[src/rtl/load_receiver.sv]
// Program-load receiver: streams words into instruction then data memory,
// then arms, runs and parks the core via cpu_run.
module load_receiver #(
  parameter int DATA_W     = 32,
  parameter int ADDR_W     = 6,
  parameter int IMEM_DEPTH = 64,
  parameter int DMEM_DEPTH = 64
) (
  input  logic              clk,
  input  logic              reset,
  input  logic [DATA_W-1:0] new_instruction,
  input  logic              in_valid,
  input  logic              add_into,
  input  logic              start_signal,
  input  logic              end_signal,
  output logic              imem_we,
  output logic [ADDR_W-1:0] imem_addr,
  output logic [DATA_W-1:0] imem_wdata,
  output logic              dmem_we,
  output logic [ADDR_W-1:0] dmem_addr,
  output logic [DATA_W-1:0] dmem_wdata,
  output logic [ADDR_W:0]   imem_count,
  output logic [ADDR_W:0]   dmem_count,
  output logic              cpu_run,
  output logic [1:0]        state,
  output logic [1:0]        err
);

  typedef enum logic [1:0] {
    ST_LOAD = 2'b00,
    ST_ARM  = 2'b01,
    ST_RUN  = 2'b10,
    ST_HALT = 2'b11
  } state_t;

  localparam logic [ADDR_W:0] ICAP = (ADDR_W+1)'(IMEM_DEPTH);
  localparam logic [ADDR_W:0] DCAP = (ADDR_W+1)'(DMEM_DEPTH);

  state_t              state_q, state_d;
  logic                phase_q, phase_d;
  logic                imem_we_q, imem_we_d;
  logic [ADDR_W-1:0]   imem_addr_q, imem_addr_d;
  logic [DATA_W-1:0]   imem_wdata_q, imem_wdata_d;
  logic                dmem_we_q, dmem_we_d;
  logic [ADDR_W-1:0]   dmem_addr_q, dmem_addr_d;
  logic [DATA_W-1:0]   dmem_wdata_q, dmem_wdata_d;
  logic [ADDR_W:0]     imem_count_q, imem_count_d;
  logic [ADDR_W:0]     dmem_count_q, dmem_count_d;
  logic                cpu_run_q, cpu_run_d;
  logic [1:0]          err_q, err_d;

  always_comb begin
    state_d      = state_q;
    phase_d      = phase_q;
    imem_we_d    = 1'b0;
    imem_addr_d  = imem_addr_q;
    imem_wdata_d = imem_wdata_q;
    dmem_we_d    = 1'b0;
    dmem_addr_d  = dmem_addr_q;
    dmem_wdata_d = dmem_wdata_q;
    imem_count_d = imem_count_q;
    dmem_count_d = dmem_count_q;
    err_d        = err_q;

    case (state_q)
      ST_LOAD: begin
        if (in_valid) begin
          // Once any data word is seen, the stream never returns to imem.
          if (phase_q || add_into) begin
            phase_d = 1'b1;
            if (dmem_count_q == DCAP) begin
              err_d[0] = 1'b1;
            end else begin
              dmem_we_d    = 1'b1;
              dmem_addr_d  = dmem_count_q[ADDR_W-1:0];
              dmem_wdata_d = new_instruction;
              dmem_count_d = dmem_count_q + 1'b1;
            end
          end else if (imem_count_q == ICAP) begin
            err_d[0] = 1'b1;
          end else begin
            imem_we_d    = 1'b1;
            imem_addr_d  = imem_count_q[ADDR_W-1:0];
            imem_wdata_d = new_instruction;
            imem_count_d = imem_count_q + 1'b1;
          end
        end
        if (start_signal) begin
          if (imem_count_d == '0) begin
            state_d  = ST_HALT;
            err_d[1] = 1'b1;
          end else begin
            state_d = ST_ARM;
          end
        end
      end
      // ARM lets the final write strobe land before the core starts.
      ST_ARM:  state_d = ST_RUN;
      ST_RUN:  if (end_signal) state_d = ST_HALT;
      default: state_d = ST_HALT;
    endcase

    cpu_run_d = (state_d == ST_RUN);
  end

  always_ff @(posedge clk or posedge reset) begin
    if (reset) begin
      state_q      <= ST_LOAD;
      phase_q      <= 1'b0;
      imem_we_q    <= 1'b0;
      imem_addr_q  <= '0;
      imem_wdata_q <= '0;
      dmem_we_q    <= 1'b0;
      dmem_addr_q  <= '0;
      dmem_wdata_q <= '0;
      imem_count_q <= '0;
      dmem_count_q <= '0;
      cpu_run_q    <= 1'b0;
      err_q        <= 2'b00;
    end else begin
      state_q      <= state_d;
      phase_q      <= phase_d;
      imem_we_q    <= imem_we_d;
      imem_addr_q  <= imem_addr_d;
      imem_wdata_q <= imem_wdata_d;
      dmem_we_q    <= dmem_we_d;
      dmem_addr_q  <= dmem_addr_d;
      dmem_wdata_q <= dmem_wdata_d;
      imem_count_q <= imem_count_d;
      dmem_count_q <= dmem_count_d;
      cpu_run_q    <= cpu_run_d;
      err_q        <= err_d;
    end
  end

  assign imem_we    = imem_we_q;
  assign imem_addr  = imem_addr_q;
  assign imem_wdata = imem_wdata_q;
  assign dmem_we    = dmem_we_q;
  assign dmem_addr  = dmem_addr_q;
  assign dmem_wdata = dmem_wdata_q;
  assign imem_count = imem_count_q;
  assign dmem_count = dmem_count_q;
  assign cpu_run    = cpu_run_q;
  assign state      = state_q;
  assign err        = err_q;

endmodule

[config.mk]
export PLATFORM = sky130hd
export DESIGN_NAME = load_receiver
export DESIGN_NICKNAME = d
export VERILOG_FILES = /design/src/rtl/load_receiver.sv
export SDC_FILE = /design/constraint.sdc
export NUM_CORES = 1
export LEC_CHECK = 0
export CORE_UTILIZATION = 40
export DETAILED_ROUTE_END_ITERATION = 8
export GPL_TIMING_DRIVEN = 0
export PLACE_DENSITY = 0.77
export SETUP_SLACK_MARGIN = 0.3
export SLEW_MARGIN = 20
export SYNTH_ARGS = -nofsm -noshare
export SYNTH_HDL_FRONTEND = slang
export SYNTH_SLANG_ARGS = --single-unit
export TNS_END_PERCENT = 100
[constraint.sdc]
create_clock -name clk -period 3.55 [get_ports clk]
set_input_delay 1.065 -clock clk [delete_from_list [all_inputs] [get_ports clk]]
set_output_delay 1.065 -clock clk [all_outputs]
set_load 0.05 [all_outputs]
==> flow_results.org <==
** Clock tree
- Clock-pin slew was measured on the worst setup and hold paths at 0.09 ns.
- Post-CTS repair changed the size of 0 cells.
- Clock tree synthesis found a total of 98 sinks.
- Cell at the root of the clock tree :: sky130_fd_sc_hd__clkbuf_8
- After clock tree synthesis, the setup repair step added 0 buffers.
- Clock latency on the worst-skew pair :: 0.35 ns
- Worst-case clock buffer depth :: 2
- The H-tree was split into 3 levels.
- Hold repair after CTS inserted 0 buffers.
- TritonCTS clock tree :: yes
- Clock tree synthesis inserted a total of 9 buffers.

** Die
- The die covers 10400 sq um.
- For this configuration, the core starts out at a cell density of 41.3%.
- Die width :: 102 um
- Chip Height :: 102 um
- During I/O placement, the number of pins put on the boundary was 135.
- Placeable core region :: 9730 sq um
- FP Rows :: 36

** Critical path
- Data arrival, critical path :: 1.73 ns
- Kind of cell adding the most delay to the critical path :: buffers and inverters
- Slowest stage cell, crit path :: sky130_fd_sc_hd__clkdlybuf4s50_1
- Startpoint-to-endpoint class of the critical path :: flip-flop to output pin
- Reg-to-reg setup timing slack :: 1.25 ns
- Startpoint kind of the worst setup timing path :: flip-flop
- Data required time at the worst endpoint :: 2.48 ns
- Cell-by-cell listing of the critical path :: clkdlybuf4s50_1
- On the worst path, the slowest cell contributes a delay of 0.86 ns.
- Buf+Inv Stages, Crit Path :: 1
- Along the worst path, the maximum fanout reaches 8.
- CP Capture Type :: output pin

** Global route
- The number of antenna violations at the first check in global routing was 0.
- Global Route met3 Usage :: 7.25%
- Congestion Overflow GR :: 0
- For met2 alone, demand over resource in global routing was 28.3%.
- Pin count of the biggest net entering global routing :: 33
- met2 is the most crowded layer.
- Global routing used 18.0% of the available tracks across all layers.
- The number of global-route vias before repair came to 2946.
- Global routing consumed, on the met1 layer, 23.1% of the routing resources.
- The first global-routing pass estimated 14300 um of wire.

** Yosys
- For this run, the register share of the synthesized area comes to 61.1%.
- XOR/XNOR share of the synthesized area :: 2.84%
- Distinct cells, synth :: 37
- Post-Synthesis Cell Area :: 4020 sq um
- Of the total synthesized cell area, the portion taken by AND, OR, NAND and NOR gates is 15.6%.
- Synthesized-area fraction occupied by ao, oa, aoi and oai cells :: 3.15%
- Synthesized netlist net count :: 390
- Warnings, synthesis :: 0
- The synthesized design contains 98 register bits.
- Synthesized area per cell :: 11.6 sq um
- Main combinational cell family by area after synthesis :: simple AND/OR/NAND/NOR gates
- Of the total synthesized cell area, the portion taken by full adders, half adders and majority gates is 2.18%.
- Share of cell area taken by muxes after synthesis :: 12.1%
- Synthesized netlist cell count :: 345

** Finish
- Top library cells by usage in the layout, fill and taps aside :: 134 x sky130_fd_sc_hd__clkdlybuf4s50_1, 105 x sky130_fd_sc_hd__nand2_1, 98 x sky130_fd_sc_hd__dfrtp_1, 43 x sky130_fd_sc_hd__mux2_2, 11 x sky130_fd_sc_hd__nor2_1
- Post-route insts no fill :: 631
- Signed area change from the synthesized netlist to the final layout :: 44.0%
- Filler cell count :: 829
- Diode count :: 0
- Leaving out fill and tap cells, the most frequent cell in the layout is sky130_fd_sc_hd__clkdlybuf4s50_1.
- Final instance area :: 5780 sq um
- Cells with a size suffix above 1 make up 16.3% of the layout.
- The final layout contains 538 nets.

** Status
- Outcome :: finished clean

** Pwr
- After layout, the design draws a total of 5.89 mW.
- Dividing total power by cell area gives a power density of 1020 nW/um^2.
- The worst-case IR drop observed on VDD is 0.000645 V.
- In this run the static leakage power is 2.64 nW.

** STA
- Slew Limit Headroom :: 64.6%
- For this run, the top clock speed supported by timing is 0.358 GHz.
- Setup violations remaining at the end of the flow were counted as 0.
- Adding up every negative setup slack in the final design gives 0 ns.
- The final max-slew violation count came to 0.
- Hold Vio Cnt, Final :: 0
- The worst path needs 2.79 ns of the cycle, external delays included.
- Slew at the pin with the worst max-slew slack :: 0.529 ns
- Setup repair after global routing left no endpoint under its margin.
- For the final database, setup skew stands at 0.0107 ns.
- Period Utilization, post-route :: 78.6%

** Placement
- The placed instances occupy a cell area of 5590 sq um.
- Gp weighted congestion :: 0.821
- In this run, placement finished with an instance count of 615.
- DP HPWL :: 6790 um
- Port buffering added 134 buffers.

** Detailed routing
- The first routing iteration left 91 violations.
- Using the TritonRoute via totals, the vias-per-cell ratio works out to 4.76.
- Pre-antenna DRT Iters :: 4
- The final route contains 3003 vias.
- Routed wirelength normalized by instance count :: 14.6 um
- Final routed DRC violation total :: 0
- The routed design has 9180 um of wire.
- Remaining antenna violation count after routing :: 0

** Flow run
- MaxCap Viol Count :: 0

** Worst hold path
- In this run the worst hold path is classified as flip-flop to flip-flop.
power by group:
part | switching [mW] | total [mW] | internal, mW
Sequential | 0.290 | 1.86 | 1.57
Clock | 0.384 | 0.713 | 0.329
Combinational | 2.17 | 3.32 | 1.15
Yosys cell counts, drive strengths merged:
master | instances | area [sq um]
buf | 13 | 86.3
a31oi | 3 | 33.8
o31ai | 2 | 20.0
and3 | 2 | 12.5
nor3b | 1 | 7.51
o31a | 1 | 8.76
nor4 | 3 | 33.8
nand4 | 3 | 18.8
a32o | 1 | 10.0
xor2 | 6 | 52.6
xnor2 | 7 | 61.3
nand3b | 1 | 7.51
nand3 | 7 | 35.0
o211ai | 1 | 7.51
or3b | 1 | 11.3
or2 | 1 | 6.26
inv | 10 | 37.5
ha | 7 | 87.6
dfrtp | 98 | 2450
or4bb | 1 | 11.3
nor3 | 4 | 20.0
nand2 | 105 | 394
nor2b | 1 | 6.26
a21oi | 1 | 5.00
mux2 | 43 | 484
o22ai | 1 | 6.26
nand2b | 3 | 21.3
nor2 | 11 | 41.3
o21ai | 7 | 35.0
path summary, 6_finish.rpt:
kind,startpoint,to,depth (start not counted)
setup / recovery,imem_count[4]$_DFFE_PP0P_,imem_count[4],1
hold / removal,imem_wdata[21]$_DFFE_PP0P_,imem_wdata[21]$_DFFE_PP0P_,2
setup reg to reg,state[0]$_DFF_PP0_,dmem_wdata[21]$_DFFE_PP0P_,6
hold reg to reg,imem_wdata[21]$_DFFE_PP0P_,imem_wdata[21]$_DFFE_PP0P_,2
max in group asynchronous,reset,dmem_count[0]$_DFFE_PP0P_,4
min in group asynchronous,reset,dmem_wdata[25]$_DFFE_PP0P_,2
sequential cells by signal, summed over array words and instances, names as in the netlist:
name and count:
dmem_wdata 32, imem_wdata 32, dmem_count 7, imem_count 7, dmem_addr 6, imem_addr 6
err 2, state 2, cpu_run 1, dmem_we 1, imem_we 1, phase_q 1
cells by family after synthesis:
| group | after synthesis |
|---|---|
| compound gates | 17 |
| flops | 98 |
| xor+xnor | 13 |
| simple gates | 144 |
| mux | 43 |
| fa+ha+maj | 7 |
| buf+inv | 23 |
final cells by class:
type	count	area (sq um)	share of cell area (%)
plain buffers	13	86.3	1.49
clock inverters	6	66.3	1.15
well taps	133	166	2.88
flip-flops and latches	98	2450	42.4
clock buffers	10	128	2.21
multi-input cells	224	1440	24.9
inverters	10	41.3	0.714
repair buffers	137	1400	24.2
routing by layer:
layer  share of wire, %  up-vias
met2                 47      103
met1                 44     1457
li1                   -     1435
met4                1.0        0
met3                8.0        8
met5                  0        -
per-stage QoR:
| step | setup slack, ns | hold slack (ns) | utilization, % |
|---|---|---|---|
| after CTS | 0.732 | 0.484 | 59.4 |
| after floorplan | 1.28 | 0.518 | - |
| after global placement | 0.348 | 0.452 | 56.8 |
| final | 0.759 | 0.478 | 59.4 |
| after global routing | 0.674 | 0.505 | 59.4 |
| after detailed placement | 0.360 | 0.462 | 57.4 |
(Power assumes the default switching activity.)
